===== src/rtl/bt656_stream_encoder.sv =====
// BT.656 transmit encoder: frames upstream YUV422 bytes into lines with FF 00 00 XY
// timing codes, horizontal blanking and vertical-blank lines, with optional interlaced field toggling.
module bt656_stream_encoder #(
    parameter int H_ACTIVE_BYTES = 1440,
    parameter int H_BLANK_BYTES  = 280,
    parameter int ACTIVE_LINES   = 288,
    parameter int VBLANK_LINES   = 24,
    parameter int INTERLACED     = 1
) (
    input  logic       clock_in,
    input  logic       reset_n,
    input  logic       enable,
    input  logic [7:0] pix_data,
    input  logic       pix_valid,
    output logic       pix_ready,
    output logic [7:0] data_out,
    output logic       sav_active,
    output logic       field,
    output logic       underflow
);

    localparam int TOTAL_LINES = VBLANK_LINES + ACTIVE_LINES;

    typedef enum logic [2:0] {
        S_IDLE,
        S_EAV,
        S_HBLANK,
        S_SAV,
        S_ACTIVE
    } state_t;

    state_t      state_q, state_d;
    logic [10:0] byte_cnt_q, byte_cnt_d;
    logic [9:0]  line_q, line_d;
    logic        field_q, field_d;
    logic [7:0]  data_q, data_d;
    logic        sav_active_q, sav_active_d;
    logic        underflow_q, underflow_d;

    logic        vblank;
    logic [7:0]  blank_byte;

    // XY protection bits: {1, F, V, H, V^H, F^H, F^V, F^V^H}
    function automatic logic [7:0] timing_xy(input logic f, input logic v, input logic h);
        return {1'b1, f, v, h, v ^ h, f ^ h, f ^ v, f ^ v ^ h};
    endfunction

    function automatic logic [7:0] code_byte(input logic [1:0] idx, input logic [7:0] xy);
        case (idx)
            2'd0:    return 8'hFF;
            2'd3:    return xy;
            default: return 8'h00;
        endcase
    endfunction

    function automatic logic [7:0] clamp_byte(input logic [7:0] b);
        if (b == 8'h00) return 8'h01;
        if (b == 8'hFF) return 8'hFE;
        return b;
    endfunction

    assign vblank     = (line_q < 10'(VBLANK_LINES));
    assign blank_byte = byte_cnt_q[0] ? 8'h10 : 8'h80;
    assign pix_ready  = (state_q == S_ACTIVE) && !vblank;

    always_comb begin
        state_d      = state_q;
        byte_cnt_d   = byte_cnt_q + 11'd1;
        line_d       = line_q;
        field_d      = field_q;
        data_d       = 8'h10;
        sav_active_d = 1'b0;
        underflow_d  = underflow_q;

        case (state_q)
            S_IDLE: begin
                byte_cnt_d = '0;
                if (enable) begin
                    state_d = S_EAV;
                    line_d  = '0;
                end
            end
            S_EAV: begin
                data_d = code_byte(byte_cnt_q[1:0], timing_xy(field_q, vblank, 1'b1));
                if (byte_cnt_q == 11'd3) begin
                    state_d    = S_HBLANK;
                    byte_cnt_d = '0;
                end
            end
            S_HBLANK: begin
                data_d = blank_byte;
                if (byte_cnt_q == 11'(H_BLANK_BYTES - 1)) begin
                    state_d    = S_SAV;
                    byte_cnt_d = '0;
                end
            end
            S_SAV: begin
                data_d = code_byte(byte_cnt_q[1:0], timing_xy(field_q, vblank, 1'b0));
                if (byte_cnt_q == 11'd3) begin
                    sav_active_d = !vblank;
                    state_d      = S_ACTIVE;
                    byte_cnt_d   = '0;
                end
            end
            S_ACTIVE: begin
                // A starved active slot falls back to the blanking pattern so the stream stays legal
                if (vblank) begin
                    data_d = blank_byte;
                end else if (pix_valid) begin
                    data_d = clamp_byte(pix_data);
                end else begin
                    data_d      = blank_byte;
                    underflow_d = 1'b1;
                end
                if (byte_cnt_q == 11'(H_ACTIVE_BYTES - 1)) begin
                    byte_cnt_d = '0;
                    if (line_q == 10'(TOTAL_LINES - 1)) begin
                        line_d  = '0;
                        field_d = field_q ^ (INTERLACED != 0);
                        state_d = enable ? S_EAV : S_IDLE;
                    end else begin
                        line_d  = line_q + 10'd1;
                        state_d = S_EAV;
                    end
                end
            end
            default: begin
                state_d    = S_IDLE;
                byte_cnt_d = '0;
            end
        endcase
    end

    always_ff @(posedge clock_in) begin
        if (!reset_n) begin
            state_q      <= S_IDLE;
            byte_cnt_q   <= '0;
            line_q       <= '0;
            field_q      <= 1'b0;
            data_q       <= 8'h10;
            sav_active_q <= 1'b0;
            underflow_q  <= 1'b0;
        end else begin
            state_q      <= state_d;
            byte_cnt_q   <= byte_cnt_d;
            line_q       <= line_d;
            field_q      <= field_d;
            data_q       <= data_d;
            sav_active_q <= sav_active_d;
            underflow_q  <= underflow_d;
        end
    end

    assign data_out   = data_q;
    assign sav_active = sav_active_q;
    assign field      = field_q;
    assign underflow  = underflow_q;

endmodule


===== config.mk =====
export PLATFORM = sky130hd
export DESIGN_NAME = bt656_stream_encoder
export DESIGN_NICKNAME = d
export VERILOG_FILES = /design/src/rtl/bt656_stream_encoder.sv
export SDC_FILE = /design/constraint.sdc
export NUM_CORES = 1
export LEC_CHECK = 0
export ABC_AREA = 1
export CAP_MARGIN = 40
export CORE_ASPECT_RATIO = 1.75
export CORE_MARGIN = 2
export CORE_UTILIZATION = 45
export CTS_BUF_LIST = sky130_fd_sc_hd__clkbuf_4
export DETAILED_ROUTE_END_ITERATION = 7
export GPL_ROUTABILITY_DRIVEN = 1
export PLACE_DENSITY = 0.65
export SETUP_SLACK_MARGIN = 0.05
export SLEW_MARGIN = 0
export SYNTH_ARGS = -nofsm -noshare
export SYNTH_HDL_FRONTEND = slang
export SYNTH_SLANG_ARGS = --single-unit

===== constraint.sdc =====
create_clock -name clock_in -period 1.9 [get_ports clock_in]
set_input_delay 0.19 -clock clock_in [delete_from_list [all_inputs] [get_ports clock_in]]
set_output_delay 0.19 -clock clock_in [all_outputs]
set_load 0.02 [all_outputs]

## After elaboration in Yosys (flattened, before gate mapping)

Cells that the tools add are included.

| operators by class | value |
|---|---|
| magnitude comparators | 1 |
| equal/unequal tests | 15 |
| reductions and logical operators | 12 |
| bitwise gates (word level) | 5 |
| mux-type cells | 35 |
| add/sub/neg operators | 2 |

Operators by type and width:

| cell | count |
|---|---|
| $mux W8 | 7 |
| $mux W11 | 3 |
| $pmux W11 S3 | 1 |
| $pmux W8 S2 | 2 |
| $pmux W8 S4 | 1 |
| $mux W10 | 3 |
| $pmux W10 S2 | 1 |
| $mux W3 | 5 |
| $pmux W3 S5 | 1 |
| $reduce_and A3 Y1 | 4 |
| $add A11 B1 Y11 const B | 1 |
| $eq A11 B11 Y1 const B | 1 |
| $eq A11 B2 Y1 const B | 1 |
| $eq A11 B9 Y1 const B | 1 |
| $mux W1 | 11 |
| $add A10 B1 Y10 const B | 1 |
| $eq A10 B9 Y1 const B | 1 |
| $lt A10 B5 Y1 const B | 1 |
| $eq A8 B8 Y1 const B | 1 |
| $logic_not A8 Y1 | 1 |
| $ne A2 B2 Y1 const B | 4 |
| $eq A3 B2 Y1 const B | 2 |
| $reduce_and A5 Y1 | 1 |
| $not A1 Y1 | 4 |
| 11 further kinds | 11 |

| storage, ports and cells | value |
|---|---|
| output and inout port bits | 12 |
| register bits after elaboration | 35 |
| input bits | 12 |
| word-level logic and storage cells | 77 |

## Depth between registers and ports, before layout

Gate-level depths: netlist of run 1.

| logic depth | value |
|---|---|
| word-level depth | 14 |
| gate-level depth with buffers | 12 |
| depth with buffers taken out | 11 |

## Least setup slack after synthesis of run 1

Ideal clock, no wire load.

| timing path | value |
|---|---|
| path type | flip-flop to flip-flop |
| start | reg byte_cnt_q[0] |
| end | reg byte_cnt_q[10] |
| setup time | 0.114 ns |
| data required time | 1.786 ns |
| stages on the path, launching flop included | 12 |
| path slack | 0.393 ns |
| path buffers | 1 |
| arrival | 1.394 ns |
| path through | dfxtp_1 -> ha_1 -> buf_6 -> nand2_4 -> nor2_4 -> nand2_2 -> nor2_4 -> nand3_2 -> nor2_4 -> nand3_1 -> nand2_1 -> nor2_2 |

| on the way | value |
|---|---|
| cells in the longest elaborated chain, start to end | 3 |
| elaborated cells on any way between the ends | 8 |
| those cells by class | add/sub (1); eq/ne (3); mux (4) |

RTL lines:

| what | RTL line | source |
|---|---|---|
| from (decl) | 33 | `logic [10:0] byte_cnt_q, byte_cnt_d;` |
| from (signal assigned) | 145 | `byte_cnt_q <= byte_cnt_d;` |
| $add A11 B1 Y11 (tied with other cells) | 68 | `byte_cnt_d = byte_cnt_q + 11'd1;` |
| $mux W11 (on tied branches) | n/a |  |
| $pmux W11 S3 (*) | 75 | `case (state_q)` |

Mark *: on every way between the ends. The rest lies on a longest branch, timed or not.
A chain may end at the register's enable or synchronous reset.

## Worst setup path in the final report of run 1

| timing path | value |
|---|---|
| start | reg state_q[1] |
| end | out pix_ready |

| on the way | value |
|---|---|
| cells in the longest elaborated chain, start to end | 2 |

RTL lines:

| what | RTL line | source |
|---|---|---|
| from (decl) | 32 | `state_t state_q, state_d;` |
| from (signal assigned) | 144 | `state_q <= state_d;` |
| $eq A3 B3 Y1 | 64 | `assign pix_ready = (state_q == S_ACTIVE) && !vblank;` |
| $logic_and A1 B1 Y1 | 64 |  |
| to (decl) | 15 | `output logic pix_ready,` |

Every way passes these cells.

==> results of run 1 <==
[registers in the layout (all words and copies together), names as in the netlist]
signal	cells
data_out	8
state_q	3
byte_cnt_q	11
sav_active	1
underflow	1
line_q	10
field	1
[cell families after synthesis]
kind of cell,count (synthesis)
compound gates,44
xor+xnor,5
fa+ha+maj,3
buf+inv,50
flops,35
simple gates,172
[cell type report]
class / count / area [µm²] / area share, %
clock buffers: 5 / 37.5 / 1.51
multi-input cells: 224 / 1190 / 47.9
repair buffers: 29 / 274 / 11.1
clock inverters: 3 / 43.8 / 1.77
inverters: 46 / 173 / 6.97
well taps: 51 / 63.8 / 2.57
flip-flops and latches: 35 / 701 / 28.3
[routing by layer]
| metal | GRT usage [%] | routed length [µm] |
|---|---|---|
| met4 | 14.0 | 234 |
| met5 | 0 | 0 |
| met3 | 3.99 | 157 |
| met2 | 44.7 | 3150 |
| met1 | 22.0 | 1940 |
[how the worst max path moves through the flow]
stage | startpoint | endpoint | slack [ns] | cells after the start
2_1_floorplan | byte_cnt_q[0] | byte_cnt_q[10] | 0.39 | 11
3_3_place_gp | state_q[1] | pix_ready | 0.28 | 6
3_5_place_dp | byte_cnt_q[0] | line_q[5] | 0.23 | 8
4_1_cts | state_q[1] | pix_ready | 0.15 | 6
5_1_grt | state_q[1] | pix_ready | 0.06 | 6
6_report | state_q[1] | pix_ready | 0.14 | 6
[metrics by stage]
step,instances,utilization [%],hold WS [ns]
final,393,55.8,0.451
after global routing,393,55.8,0.452
after global placement,385,53.8,0.455
after CTS,393,55.6,0.445
after floorplan,309,-,0.327
after detailed placement,385,53.8,0.459
[worst max-delay path: stages, from the launching register on]
cell and delay [ns]:
dfxtp_1 0.37, inv_2 0.10, nand2_2 0.10, nor2_8 0.09, inv_2 0.07, nor2_1 0.13
dlygate4sd2_1 0.35
[power breakdown]
group | internal (µW) | leakage, µW | switching (µW) | total, µW
Sequential | 814 | 0.000283 | 44.7 | 859
Clock | 277 | 0.0000452 | 285 | 562
Combinational | 355 | 0.000699 | 644 | 999
Total | 1450 | 0.00103 | 974 | 2420
[what timing repair did]
item,in CTS,in global routing
endpoints found under the setup margin,1,2
resized for setup,1,2
endpoints found under the hold margin,0,0
[cell usage in the layout, fill, tap and decap left out, types with 2 or more instances in the layout]
cell type,synthesis,routed
nand2_2,4,4
clkdlybuf4s50_1,0,22
a31oi_1,2,2
clkbuf_4,0,5
o21ai_0,12,12
buf_4,0,6
o21ai_1,4,4
nand3b_1,2,2
nand4_1,9,9
nor3_2,3,3
a21oi_1,22,21
xor2_1,5,5
nor2_1,45,45
nor2_2,4,4
nand2_4,3,3
inv_1,36,36
inv_2,10,10
nor3_1,7,7
nand2_1,66,66
nand3_1,19,19
nor2_4,5,5
dfxtp_1,35,35
ha_1,3,2
==> metrics, run 1 <==
ratio of total power to cell area 976 mW/mm²; die footprint 0.00521 mm²; leakage power 0.00103 µW; TritonCTS sink count 35; post-route setup slack 0.142 ns; run status finished clean; number of nets in the finished design 356; number of antenna cells inserted 0; VDD IR-drop max 616 µV; post-synthesis register bit count 35; Syn-to-layout area delta 19.0%; transition time of the tightest slew-check pin 0.313 ns; arrival time of the worst setup path 1.57 ns; CTS tree yes; endpoint type of the worst setup path output pin; startpoint of the most critical hold path pix_data[1]; simple-gate share of the synthesized area 41.4%; Clock Latency Late Sink 0.35 ns; count of port buffers added during placement 23; proportion of synthesized flip-flops having asynchronous set or reset 0%; hold bufs inserted after CTS 0; cell taking the most area after synthesis dfxtp_1; critical path peak fanout 4; vias in the first global route between 2000 and 2500; CP Class reg -> out; top-level port count 24; most numerous cell types in the synthesized netlist nand2_1 (66), nor2_1 (45), inv_1 (36); layout filler cell count between 400 and 500; die outline width 55.4 µm; critical path data required time 1.71 ns; TritonCTS Buffers 5; post-detailed-route wirelength per cell 13.9 µm; share of synthesized area occupied by flip-flops and latches 33.6%; top-area cell type share of the netlist area 33.6%; per-cell via count in the routed design 5.28; final count of negative-setup-slack endpoints 0; multiplexer share of the synthesized area 0%; cell chosen for the clock root clkbuf_4; XOR/XNOR Fraction of Synth Area 2.10%; number of enable-type register cells in the synthesized netlist 0; area of the core 0.00444 mm²; worst hold-check path type in -> reg; main combinational cell family by area after synthesis simple AND/OR/NAND/NOR gates; cell area after placement 0.00239 mm²; crit start category flip-flop; initial antenna violation count 0; number of cell instances on the worst register-to-register path 8; buffer depth of the longest clock path 2; clock slew at the register clock pins of the worst setup and hold paths 0.12 ns; TNS Setup 0 ns; Worst R2R End line_q[2]; max-cap violation count 0; WHS Endpoint data_out[1]; remaining design rule violation count 0; H-tree depth 2; count of yosys warnings during synthesis 0; final cycle utilization of the critical path 92.5%; Slew Limit Fails 0; endpoints failing hold 0; 1st-pass router iterations 4; ys flop type dfxtp_1; average cell area after synthesis 6.74 µm²; total power 2420 µW; reg2reg setup slack 0.26 ns; floorplan row count 32; initial standard-cell utilization of the core 46.9%; Post-Syn Nets approximately 320; global router's overall resource usage 23.1%; launch point of the worst reg-to-reg path byte_cnt_q[0]; final std cell area, no fill 0.00248 mm²; clock period minus final worst setup slack 1.76 ns; Syn Inst Count 309; setup repair after global routing missed its margin false; detailed-route via count 2077; adder and majority gate portion of the synthesized area around 1.8%; Die Height 94.0 µm; maximum number of pins on one net before global-route repair 16; DP Wirelength 4410 µm; top area cells in the synthesized netlist dfxtp_1 (34%), nand2_1 (12%), nor2_1 (8.1%); Synth Cell Area 0.00208 mm²; Max Clk Rate roughly 570 MHz; gp weighted congestion 0.870; worst-case clock skew 0.00821 ns; worst max-slew margin expressed relative to the limit 79.0%; Detailed Route Iter0 Violations 95; total congestion overflow 0; total wirelength of the detailed-routed design 5480 µm; number of distinct library cells after synthesis 31; post-place setup slack between 0.2 and 0.25 ns; DRT antenna net count 0; fraction of final layout cells with drive strength greater than 1 14.9%; most common cell in the netlist nand2_1; number of cells on the worst hold path 3; wire length of the first global-routing pass 9300 µm; compound-cell area share of the yosys netlist 11.4%; buffers inserted by post-CTS timing repair 0
No activity file was read; power rests on OpenSTA's default activity.
==> run 2, diff against run 1 <==
--- a/config.mk
+++ b/config.mk
@@ -19,3 +19,4 @@
 export SYNTH_ARGS = -nofsm -noshare
 export SYNTH_HDL_FRONTEND = slang
 export SYNTH_SLANG_ARGS = --single-unit
+export TNS_END_PERCENT = 30
==> results of run 2 <==
Same layout as run 1: the final DEF is identical, and so are final timing and power.
==> run 3, diff against run 2 <==
--- a/config.mk
+++ b/config.mk
@@ -7,13 +7,13 @@
 export LEC_CHECK = 0
 export ABC_AREA = 1
 export CAP_MARGIN = 40
-export CORE_ASPECT_RATIO = 1.75
+export CORE_ASPECT_RATIO = 0.8
 export CORE_MARGIN = 2
-export CORE_UTILIZATION = 45
+export CORE_UTILIZATION = 35
 export CTS_BUF_LIST = sky130_fd_sc_hd__clkbuf_4
 export DETAILED_ROUTE_END_ITERATION = 7
 export GPL_ROUTABILITY_DRIVEN = 1
-export PLACE_DENSITY = 0.65
+export PLACE_DENSITY = 0.53
 export SETUP_SLACK_MARGIN = 0.05
 export SLEW_MARGIN = 0
 export SYNTH_ARGS = -nofsm -noshare
==> metrics, run 3 (synthesis gave the netlist of run 1 again) <==
initial antenna violation count 0 (unchanged); DP Wirelength 4040 µm (-8.4%); clock period minus final worst setup slack 1.69 ns (-0.0704 ns); Clock Latency Late Sink 0.34 ns (about the same); run status finished clean; global router's overall resource usage 16.9% (-6.3 points); final count of negative-setup-slack endpoints 0 (unchanged); max-cap violation count 0 (unchanged); critical path data required time 1.71 ns (about the same); worst hold-check path type in -> reg; endpoint type of the worst setup path output pin; floorplan row count 25 (-22%); Biggest register byte_cnt_q; buffers inserted by post-CTS timing repair 0 (unchanged); post-detailed-route wirelength per cell 12.4 µm (-11%); CTS tree yes; Die Height 73.0 µm (-22%); die outline width 90.3 µm (+63%); TritonCTS Buffers 5 (unchanged); placed cell count 414 (+7.5%); leakage power 0.00102 µW (-0.36%); ratio of total power to cell area 950 mW/mm² (-2.7%); endpoints failing hold 0 (unchanged); wire length of the first global-routing pass 8940 µm (-3.9%); vias in the first global route 1902 (-8.5%); startpoint of the most critical hold path pix_data[1]; share of power burned in combinational logic 40.7% (-0.6 points); Clock power frac 23.3% (about the same); 1st-pass router iterations 4 (unchanged); number of standard cells in the final layout excluding fillers 422 (+7.4%); arrival time of the worst setup path 1.50 ns (-0.07 ns); VDD IR-drop max 317 µV (-49%); worst-case clock skew 0.0141 ns (+0.00591 ns); commonest cells after routing, fill and taps aside nand2_1 (66), nor2_1 (45), inv_1 (36), dfxtp_1 (35); number of antenna cells inserted 0 (unchanged); post-place setup slack 0.0581 ns (-0.172 ns); number of nets in the finished design 355 (-0.28%); Detailed Route Iter0 Violations 94 (-1.1%); final cycle utilization of the critical path 88.8% (-3.7 points); max FFs per register 11 (unchanged); area of the core 0.00582 mm² (+31%); number of cells on the worst hold path 3 (unchanged); Layout Utilization 43.2% (-13 points); Slew Limit Fails 0 (unchanged); H-tree depth 2 (unchanged); most common cell after layout, fill and taps aside nand2_1; maximum number of pins on one net before global-route repair 16 (unchanged); Max Clk Rate 593 MHz (+4.2%); per-cell via count in the routed design 4.69 (-11%); initial standard-cell utilization of the core 35.8% (-11 points); remaining design rule violation count 0 (unchanged); die footprint 0.00659 mm² (+26%); clock slew at the register clock pins of the worst setup and hold paths 0.13 ns (about the same); setup repair after global routing missed its margin false; Int Power 1430 µW (-0.85%); Sw Pwr 956 µW (-1.8%); worst setup path startpoint line_q[4]; detailed-route via count 1979 (-4.7%); DRT antenna net count 0 (unchanged); cell chosen for the clock root clkbuf_4; critical path peak fanout 4 (unchanged); buffer depth of the longest clock path 2 (unchanged); TNS Setup 0 ns (unchanged); top-level port count 24 (unchanged); sw frac 40.0% (-0.24 points); part of the power in registers 36.0% (+0.5 points); launch point of the worst reg-to-reg path line_q[0]; gp weighted congestion 0.847 (-2.7%); TritonCTS sink count 35 (unchanged); CP Class reg -> out; worst max-slew margin expressed relative to the limit 71.4% (-7.6 points); transition time of the tightest slew-check pin 0.428 ns (+0.116 ns); crit start category flip-flop; fraction of final layout cells with drive strength greater than 1 14.4% (-0.54 points); total congestion overflow 0 (unchanged); Syn-to-layout area delta 20.7%; count of port buffers added during placement 23 (unchanged); number of cell instances on the worst register-to-register path 8 (unchanged); total wirelength of the detailed-routed design 5220 µm (-4.7%); post-route setup slack 0.213 ns (+0.0704 ns)
[run 3: changes by cell type in the layout (fill, tap and decap cells not counted), sizes merged]
cell,change
buf,-1
[run 3: critical path, cell delays in order (launching register included)]
cell           delay (ns)
dfxtp_1              0.35
nand2_1              0.12
nand2_1              0.10
nor2_2               0.19
nor2_1               0.06
dlygate4sd2_1        0.33
[run 3: stage by stage]
step	hold WS, ns	cell area, µm²	power [µW]
4_1_cts	0.432	2500	2410
6_report	0.440	2510	2390
3_3_place_gp	0.458	2420	1850
3_5_place_dp	0.468	2420	1850
5_1_grt	0.466	2510	2570
2_1_floorplan	0.327	2080	1560
[run 3: final timing paths]
path	to	slack, ns
max	pix_ready	0.21
min	data_out[1]	0.44
max reg2reg	line_q[3]	0.23
min reg2reg	underflow	0.49
[run 3: what timing repair did]
| item | CTS | global route |
|---|---|---|
| endpoints found under the hold margin | 0 | 0 |
| hold buffers | 0 | 0 |
| pin swaps | 0 | 0 |
| gates resized for setup | 1 | 2 |
| endpoints found under the setup margin | 2 | 21 |
[run 3: area by class of cell]
type | instances | area (µm²)
fill | 646 | 3300
multi-input combinational | 224 | 1190
sequential | 35 | 701
timing repair buffer | 28 | 267
inverter | 46 | 173
tap | 81 | 101
clock inverter | 3 | 43.8
clock buffer | 5 | 37.5
[run 3: per-layer routing]
metal | share of wire [%] | vias up | wire length (µm) | global-route usage, %
met1 | 52 | 870 | 2700 | 23.4
met5 | 0 | - | 0 | 0
met2 | 41 | 50 | 2160 | 25.6
li1 | - | 1053 | - | -
met3 | 6.0 | 6 | 311 | 4.75
met4 | 0.98 | 0 | 51 | 4.96
[run 3: power by group through the flow]
stage	clock (µW)	sequential (µW)	combinational (µW)
3_5_place_dp	0	875	971
6_report	557	859	973
4_1_cts	578	858	975
2_1_floorplan	0	931	625
3_3_place_gp	0	874	976
5_1_grt	612	871	1090
